--- src/rtl/alu_issue_pkg.sv ---
// Shared types for the ALU issue stage: ALU operation codes, RV32I major
// opcodes and the decoded field bundle handed from decode to the ID/EX register.
package alu_issue_pkg;

    localparam int XLEN = 32;

    typedef enum logic [3:0] {
        ALU_AND  = 4'b0000,
        ALU_OR   = 4'b0001,
        ALU_ADD  = 4'b0010,
        ALU_SLL  = 4'b0011,
        ALU_SLT  = 4'b0100,
        ALU_SLTU = 4'b0101,
        ALU_SUB  = 4'b0110,
        ALU_EQ   = 4'b1000,
        ALU_XOR  = 4'b1001,
        ALU_SRL  = 4'b1010,
        ALU_SRA  = 4'b1011
    } alu_op_e;

    localparam logic [6:0] OPC_OP     = 7'b0110011;
    localparam logic [6:0] OPC_OP_IMM = 7'b0010011;
    localparam logic [6:0] OPC_BRANCH = 7'b1100011;
    localparam logic [6:0] OPC_LOAD   = 7'b0000011;
    localparam logic [6:0] OPC_STORE  = 7'b0100011;
    localparam logic [6:0] OPC_LUI    = 7'b0110111;
    localparam logic [6:0] OPC_AUIPC  = 7'b0010111;
    localparam logic [6:0] OPC_JAL    = 7'b1101111;
    localparam logic [6:0] OPC_JALR   = 7'b1100111;

    localparam logic [6:0] F7_BASE = 7'b0000000;
    localparam logic [6:0] F7_ALT  = 7'b0100000;

    typedef struct packed {
        alu_op_e           operation;
        logic [XLEN-1:0]   srca;
        logic [XLEN-1:0]   srcb;
        logic              is_branch;
        logic              br_invert;
        logic              illegal;
    } issue_fields_t;

    function automatic logic is_shift(input alu_op_e op);
        return (op == ALU_SLL) || (op == ALU_SRL) || (op == ALU_SRA);
    endfunction

endpackage

--- src/rtl/alu_op_decode.sv ---
// Pure combinational RV32I decode into ALU operation and operand selection.
// Illegal combinations collapse to an all-zero field set with illegal raised.
module alu_op_decode
    import alu_issue_pkg::*;
(
    input  logic [6:0]      opcode,
    input  logic [2:0]      funct3,
    input  logic [6:0]      funct7,
    input  logic [XLEN-1:0] rs1_data,
    input  logic [XLEN-1:0] rs2_data,
    input  logic [XLEN-1:0] imm,
    input  logic [XLEN-1:0] pc,
    output issue_fields_t   fields
);

    alu_op_e         op;
    logic [XLEN-1:0] srca;
    logic [XLEN-1:0] srcb;
    logic            is_branch;
    logic            br_invert;
    logic            bad;
    logic            r_type;
    logic            f7_nonzero;

    assign r_type     = (opcode == OPC_OP);
    assign f7_nonzero = (funct7 != F7_BASE);

    // Map opcode/funct fields to operation, operands and legality
    always_comb begin
        op        = ALU_AND;
        srca      = '0;
        srcb      = '0;
        is_branch = 1'b0;
        br_invert = 1'b0;
        bad       = 1'b0;
        case (opcode)
            OPC_OP, OPC_OP_IMM: begin
                srca = rs1_data;
                srcb = r_type ? rs2_data : imm;
                case (funct3)
                    3'b000: begin
                        // For immediates funct7 is part of the immediate and means nothing
                        if (r_type && funct7 == F7_ALT) op = ALU_SUB;
                        else begin
                            op  = ALU_ADD;
                            bad = r_type && f7_nonzero;
                        end
                    end
                    3'b001: begin op = ALU_SLL;  bad = f7_nonzero;           end
                    3'b010: begin op = ALU_SLT;  bad = r_type && f7_nonzero; end
                    3'b011: begin op = ALU_SLTU; bad = r_type && f7_nonzero; end
                    3'b100: begin op = ALU_XOR;  bad = r_type && f7_nonzero; end
                    3'b101: begin
                        op  = (funct7 == F7_ALT) ? ALU_SRA : ALU_SRL;
                        bad = f7_nonzero && (funct7 != F7_ALT);
                    end
                    3'b110: begin op = ALU_OR;   bad = r_type && f7_nonzero; end
                    default: begin op = ALU_AND; bad = r_type && f7_nonzero; end
                endcase
            end
            OPC_BRANCH: begin
                srca      = rs1_data;
                srcb      = rs2_data;
                is_branch = 1'b1;
                br_invert = funct3[0];
                case (funct3[2:1])
                    2'b00:   op = ALU_EQ;
                    2'b10:   op = ALU_SLT;
                    2'b11:   op = ALU_SLTU;
                    default: bad = 1'b1;
                endcase
            end
            OPC_LOAD, OPC_STORE: begin
                op   = ALU_ADD;
                srca = rs1_data;
                srcb = imm;
            end
            OPC_LUI: begin
                op   = ALU_ADD;
                srcb = imm;
            end
            OPC_AUIPC: begin
                op   = ALU_ADD;
                srca = pc;
                srcb = imm;
            end
            OPC_JAL, OPC_JALR: begin
                // ALU produces the link address pc+4
                op   = ALU_ADD;
                srca = pc;
                srcb = XLEN'(4);
            end
            default: bad = 1'b1;
        endcase
        // ALU shifts by the full SrcB, so only the 5-bit shamt may survive
        if (is_shift(op)) srcb[XLEN-1:5] = '0;
        if (bad) begin
            op        = ALU_AND;
            srca      = '0;
            srcb      = '0;
            is_branch = 1'b0;
            br_invert = 1'b0;
        end
    end

    assign fields = '{operation: op, srca: srca, srcb: srcb,
                      is_branch: is_branch, br_invert: br_invert, illegal: bad};

endmodule

--- src/rtl/alu_issue_stage.sv ---
// ID/EX issue register feeding the ALU with a valid/ready handshake.
// Optional build macro ALU_ISSUE_SKID_EN adds a one-entry skid buffer so that
// in_ready is registered and has no combinational path from out_ready.
module alu_issue_stage
    import alu_issue_pkg::*;
#(
    parameter int DATA_WIDTH    = 32,
    parameter int OPCODE_LENGTH = 4
) (
    input  logic                     clk,
    input  logic                     reset,
    input  logic                     flush,
    input  logic                     in_valid,
    output logic                     in_ready,
    input  logic [6:0]               in_opcode,
    input  logic [2:0]               in_funct3,
    input  logic [6:0]               in_funct7,
    input  logic [DATA_WIDTH-1:0]    in_rs1_data,
    input  logic [DATA_WIDTH-1:0]    in_rs2_data,
    input  logic [DATA_WIDTH-1:0]    in_imm,
    input  logic [DATA_WIDTH-1:0]    in_pc,
    output logic                     out_valid,
    input  logic                     out_ready,
    output logic [OPCODE_LENGTH-1:0] out_operation,
    output logic [DATA_WIDTH-1:0]    out_srca,
    output logic [DATA_WIDTH-1:0]    out_srcb,
    output logic                     out_is_branch,
    output logic                     out_br_invert,
    output logic                     out_illegal
);

    issue_fields_t dec_fields;
    issue_fields_t out_q;
    logic          out_valid_q;
    logic          accept;

    alu_op_decode u_decode (
        .opcode   (in_opcode),
        .funct3   (in_funct3),
        .funct7   (in_funct7),
        .rs1_data (in_rs1_data),
        .rs2_data (in_rs2_data),
        .imm      (in_imm),
        .pc       (in_pc),
        .fields   (dec_fields)
    );

`ifdef ALU_ISSUE_SKID_EN
    issue_fields_t skid_q;
    logic          skid_valid_q;

    assign in_ready = !skid_valid_q;
    assign accept   = in_valid && !skid_valid_q && !flush;

    // Output register refills from the skid entry first; a stalled accept parks in the skid
    always_ff @(posedge clk or negedge reset) begin
        if (!reset) begin
            out_valid_q  <= 1'b0;
            out_q        <= '0;
            skid_valid_q <= 1'b0;
            skid_q       <= '0;
        end else if (flush) begin
            out_valid_q  <= 1'b0;
            skid_valid_q <= 1'b0;
        end else if (!out_valid_q || out_ready) begin
            if (skid_valid_q) begin
                out_q        <= skid_q;
                out_valid_q  <= 1'b1;
                skid_valid_q <= 1'b0;
            end else if (accept) begin
                out_q       <= dec_fields;
                out_valid_q <= 1'b1;
            end else begin
                out_valid_q <= 1'b0;
            end
        end else if (accept) begin
            skid_q       <= dec_fields;
            skid_valid_q <= 1'b1;
        end
    end
`else
    assign in_ready = !out_valid_q || out_ready;
    assign accept   = in_valid && in_ready && !flush;

    // Capture on accept, drop valid once drained, flush overrides everything
    always_ff @(posedge clk or negedge reset) begin
        if (!reset) begin
            out_valid_q <= 1'b0;
            out_q       <= '0;
        end else if (flush) begin
            out_valid_q <= 1'b0;
        end else if (accept) begin
            out_q       <= dec_fields;
            out_valid_q <= 1'b1;
        end else if (out_ready) begin
            out_valid_q <= 1'b0;
        end
    end
`endif

    assign out_valid     = out_valid_q;
    assign out_operation = out_q.operation;
    assign out_srca      = out_q.srca;
    assign out_srcb      = out_q.srcb;
    assign out_is_branch = out_q.is_branch;
    assign out_br_invert = out_q.br_invert;
    assign out_illegal   = out_q.illegal;

endmodule

--- config.mk ---
export PLATFORM = sky130hd
export DESIGN_NAME = alu_issue_stage
export DESIGN_NICKNAME = d
export VERILOG_FILES = /design/src/rtl/alu_issue_pkg.sv /design/src/rtl/alu_op_decode.sv /design/src/rtl/alu_issue_stage.sv
export SDC_FILE = /design/constraint.sdc
export NUM_CORES = 1
export LEC_CHECK = 0
export ABC_AREA = 0
export CORE_MARGIN = 10
export CORE_UTILIZATION = 37
export DETAILED_ROUTE_END_ITERATION = 10
export GPL_ROUTABILITY_DRIVEN = 0
export PLACE_DENSITY = 0.88
export SLEW_MARGIN = 40
export SYNTH_ARGS = -nofsm -noshare
export SYNTH_HDL_FRONTEND = slang
export SYNTH_HIERARCHICAL = 1
export SYNTH_SLANG_ARGS = --single-unit
--- constraint.sdc ---
create_clock -name clk -period 1.55 [get_ports clk]
set_clock_uncertainty 0.2 [all_clocks]
set_input_delay 0.31 -clock clk [delete_from_list [all_inputs] [get_ports clk]]
set_output_delay 0.31 -clock clk [all_outputs]
set_load 0.02 [all_outputs]
Word-level counts from Yosys, hierarchy flattened
Cells that the tools add are included.
{"block": "classes", "n_eq_ne": 22, "muxes": 23, "n_bitwise": 1, "reduce_logical": 22}
{"op": "$pmux W32 S4", "n": 1}
{"op": "$mux W32", "n": 3}
{"op": "$pmux W32 S2", "n": 1}
{"op": "$eq A7 B6 Y1 const B", "n": 4}
{"op": "$pmux W4 S7", "n": 1}
{"op": "$mux W27", "n": 1}
{"op": "$pmux W4 S3", "n": 2}
{"op": "$eq A7 B7 Y1 const B", "n": 3}
{"op": "$eq A7 B5 Y1 const B", "n": 2}
{"op": "$mux W1", "n": 10}
{"op": "$eq A3 B3 Y1 const B", "n": 3}
{"op": "$eq A4 B4 Y1 const B", "n": 2}
{"op": "$eq A7 B2 Y1 const B", "n": 1}
{"op": "$ne A7 B6 Y1 const B", "n": 1}
{"op": "$reduce_bool A7 Y1", "n": 1}
{"op": "$eq A3 B2 Y1 const B", "n": 2}
{"op": "$pmux W1 S3", "n": 2}
{"op": "$reduce_or A3 Y1", "n": 2}
{"op": "$reduce_or A6 Y1", "n": 1}
{"op": "$logic_and A1 B1 Y1", "n": 5}
{"op": "$reduce_or A5 Y1", "n": 1}
{"op": "$eq A2 B2 Y1 const B", "n": 2}
{"op": "$eq A4 B2 Y1 const B", "n": 1}
{"op": "$mux W4", "n": 1}
{"op": "11 further kinds", "n": 15}
{"block": "totals", "reg_bits": 72, "input_bits": 150, "out_inout_bits": 73, "elab_cells": 75}

Logic depth before layout (Yosys ltp)
{"block": "depth", "word_depth": 10, "depth_mapped": 9}

Cells and area by module
Netlist, hierarchy kept.
{"module": "alu_issue_stage", "n_inst": 1, "cells_per_inst": 156, "area_each_um2": 3052.9, "seq_area_each_um2": 1801.7}
{"module": "alu_op_decode", "n_inst": 1, "cells_per_inst": 216, "area_each_um2": 1325.0, "seq_area_each_um2": 0.0}

Worst setup path after synthesis
OpenSTA, ideal clock, no wires.
{"block": "synth_path", "kind": "input -> register", "from": "in in_opcode[6]", "to": "reg out_q, in the netlist out_srcb[13]", "setup_time_ns": 0.125, "arrival_time_ns": 2.047, "path_slack_ns": -0.822, "stages": 8, "n_path_buf": 2, "path_cell_list": "buf_2 -> nand2b_1 -> or2_4 -> o32a_4 -> a211oi_4 -> buf_6 -> nor3_1 -> mux2_4"}
{"element": "start, declared", "line": "alu_issue_stage.sv:15", "source": "input logic [6:0] in_opcode,"}
{"element": "end signal, assigned", "line": "alu_issue_stage.sv:93", "source": "out_q <= dec_fields;"}
{"element": "end, declared", "line": "alu_issue_stage.sv:33", "source": "issue_fields_t out_q;"}

==> metrics list <==
- Summing internal, switching and leakage power gives 4.68 mW.
- Data on the critical path is required at its endpoint by 1.55 ns.
* Clock slew at the register clock pins of the worst setup and hold paths: 0.06 ns
- The Yosys step of the flow raised 6 warnings.
* Mean instance size in the synthesized netlist: 11.8 um2
- Cell area power density: 625 nW/um2
- The clock net in this run drives a total of 72 sinks.
- For the pin with the worst max-slew slack, the measured transition is 0.615 ns.
- The number of clock buffers added by TritonCTS is 9.
* Total negative slack: -37.82 ns
- The most used flip-flop cell after synthesis is sky130_fd_sc_hd__dfrtp_1.
- Cells along the critical path: buf_6 -> nand4b_1 -> or3_4 -> a221o_1 -> o21ai_4 -> buf_4 -> buf_12 -> nor2_4 -> mux2_4
* Highest net fanout along the worst path: 6
- Maximum clock frequency: 464 MHz
* Area fraction in and, or, nand and nor cells after synthesis: 13.3%
- For this run, the post-layout net count is 778.
- In this run switching power makes up 24.7% of total power.
- The layout has 884 filler cells.
* First-pass GRT wire length: 24,900 um
- CP max stage delay: 0.37 ns
- Setup repair after global routing missed its margin: yes
- Yosys mapped a number of flops with a built-in enable equal to 0.
* Class of the worst hold path: primary input to async pin
* Distinct cell type count of the synthesized netlist: 43
- Dominant combinational cell family by area after synthesis: multiplexers
- The floorplan step defined a die boundary enclosing 16,600 um2.
* Starting density of the core: 38.0%
- The mapped netlist covers 4380 um2.
- Data arrival time of the worst path: 2.16 ns
* Standard cell with the maximum stage delay on the critical path: sky130_fd_sc_hd__a221o_1
* Synthesized-area fraction occupied by xor and xnor cells: 0.400%
- Clock period minus final worst setup slack: 2.16 ns
- Floorplan row count: 39
- Relative max-transition margin: 58.9%
* Critical path startpoint category: primary input
- Final Hold Viols: 0
* IO buf count: 222
- The wire-length estimate of the detail-placed layout is 12,200 um.
- Clock Power Share: 40.6%
- Violations in the final reports: setup timing
- Dividing the detail-routed via count by the number of cells gives 5.26.
- Synth-to-layout area growth: 71.0%
- After routing the design area is 7490 um2.
- Reg-to-reg setup timing slack: -0.25 ns
* Overall via count from detail_route: 4,085
- Once detail routing completed, the nets flagged for antenna violations numbered 0.
- The number of nets in the synthesized netlist is 522.
* Final routed wirelength across all metal layers: 16,500 um
- Clock latency on the worst-skew pair, taken at its later pin, is 0.32 ns.
- The run finished, with violations left.
- H-tree depth: 3
- Across the run, the number of max-cap violations was 0.
- Internal power comes to 3.52 mW.
* Startpoint of the worst-slack reg-to-reg timing path: out_valid
- The final critical path takes up 139% of the cycle.
- Cells on worst reg2reg path: 5
* Fraction of layout cells with a size suffix above 1: 42.0%
- The critical path is of the primary input to register type.
* CTS Root Cell: sky130_fd_sc_hd__clkbuf_16
- Relative contribution of combinational cells to total power: 18.9%
- For this run, the total global-route usage over all layers was measured as 18.8%.
- Boundary pin count: 223
* Drc violations: 0
* Post-synthesis register bit count: 72
- Share of power burned in registers: 40.5%
* Final setup vio count: 72
- Sequential elements use 41.2% of the synthesized area.
- The region available for standard cell placement spans 11,500 um2.
- The total overflow left after global routing is 0.
* Antenna diode count: 0
* Max-slew violation count: 0
- Counting every instance in the synthesized netlist gives 372.
- The endpoint identified for the worst register-to-register timing path is out_srcb[25].
- Via count of the first global-routing pass: 4,609
- Summing the areas of all compound-gate instances in the mapped netlist gives 13.9% of the synthesized area.
- The longest clock path from root to sink contains 2 buffers.
- First DRT Iteration DRCs: 262
* Static leakage: 3.14 nW
- Largest net degree at the start of global routing: 33
* Routed length per instance: 21.2 um
* Adder-cell share of the synthesized area: 0%
- Setup ws final: -0.606 ns
- DR pass1 iterations: 4
- Die Width: 129 um
- Switch Pwr: 1.16 mW
- Share of synthesized flip-flops with an asynchronous set or reset: 100%
- VDD sags by at most 572 uV.
- The number of antenna violations at the first check in global routing came to 0.
- TritonCTS built the clock tree.
- Mux cell area share after synthesis: 24.3%
- STA classifies the critical path endpoint as a register.
* Cell area after placement: 6990 um2
- Die Y-Extent: 129 um
[layout by cell type (no fill, tap or decap), drive strengths merged, types with 3 or more instances in the layout]
cell type and n:
a21oi 6, a22oi 64, buf 67, clkbuf 61, clkdlybuf4s15 26, clkdlybuf4s50 133, clkinvlp 3, dfrtp 72
dlygate4sd2 3, mux2 71, nand2b 4, nand3b 3, nor2 47, nor2b 3, nor3 35
[stage by stage]
stage | std cells | util [%] | hold WS, ns | setup slack (ns)
6_report | 776 | 65.0 | 0.239 | -0.606
5_1_grt | 776 | 65.0 | 0.246 | -0.617
4_1_cts | 773 | 65.8 | 0.235 | -0.578
3_5_place_dp | 744 | 60.7 | 0.0106 | -1.31
3_3_place_gp | 744 | 60.7 | 0.00412 | -1.23
2_1_floorplan | 372 | - | -0.186 | -0.789
[metal layers]
| metal | track usage [%] | part of all wire [%] | vias up | wire length, um |
|---|---|---|---|---|
| met3 | 6.69 | 8.4 | 29 | 1390 |
| met4 | 5.22 | 2.1 | 0 | 347 |
| met1 | 19.6 | 37 | 2008 | 6100 |
| met2 | 34.8 | 52 | 161 | 8650 |
| li1 | - | - | 1887 | - |
| met5 | 0 | 0 | - | 0 |
[cell usage after synthesis, drive strengths merged (3+ instances only)]
library cell	count	area [um2]
dfrtp	72	1800
a22oi	64	480
nor2	47	176
mux2	71	1060
a21oi	6	30.0
nor3	35	180
clkbuf	13	48.8
nand2b	4	25.0
nor2b	3	26.3
nand3b	3	22.5
buf	24	255
[cells by family after synthesis]
kind of cell / after synthesis
buffers and inverters: 38
AOI/OAI and AO/OA: 79
DFF: 72
muxes: 71
xor gates and xnor gates: 2
and+or+nand+nor: 110
[worst max-delay path, delay by kind of cell]
| kind | cells | cell delay (ns) |
|---|---|---|
| AO/OA/AOI/OAI | 2 | 0.55 |
| buffers and inverters | 3 | 0.43 |
| multiplexers | 1 | 0.27 |
| AND/OR/NAND/NOR | 3 | 0.60 |
[final cells by class]
type                    count  area, um2  area share [%]
flip-flops and latches     72       1800            24.1
well taps                 143        179            2.39
clock inverters             6       45.0           0.602
clock buffers              10        229            3.06
inverters                   1       3.75          0.0501
multi-input cells         262       2530            33.8
repair buffers            282       2700            36.0
[sequential cells by signal, indices dropped and copies added (netlist names)]
register and cells:
out_srca 32, out_illegal 1, out_operation 4, out_valid 1, out_is_branch 1, out_br_invert 1
out_srcb 32
[power groups by stage]
stage               clock (mW)  combinational [mW]  sequential, mW
global placement             0               0.786            1.93
global route              2.03               0.940            1.89
floorplan                    0               0.272            1.94
detailed placement           0               0.813            1.93
CTS                       1.94               0.878            1.89
finish                    1.90               0.886            1.90
[worst max path at each step]
stage / from / to / slack [ns]
after global placement: in_opcode[4] / out_srca[28] / -1.23
final: in_opcode[2] / out_srca[18] / -0.61
after CTS: in_opcode[2] / out_srca[30] / -0.58
after floorplan: in_opcode[2] / out_srcb[13] / -0.79
after global routing: in_opcode[2] / out_srca[18] / -0.62
after detailed placement: in_opcode[4] / out_srca[6] / -1.31
[timing repair]
action                                  in CTS  in global routing
cloned                                       6                  2
endpoints found under the hold margin       65                  0
hold buffers                                 1                  0
setup buffers                                6                  5
endpoints found under the setup margin     142                130
pin swaps                                   10                 10
gates resized for setup                    215                 98
Power figures use the tool's default switching activity.
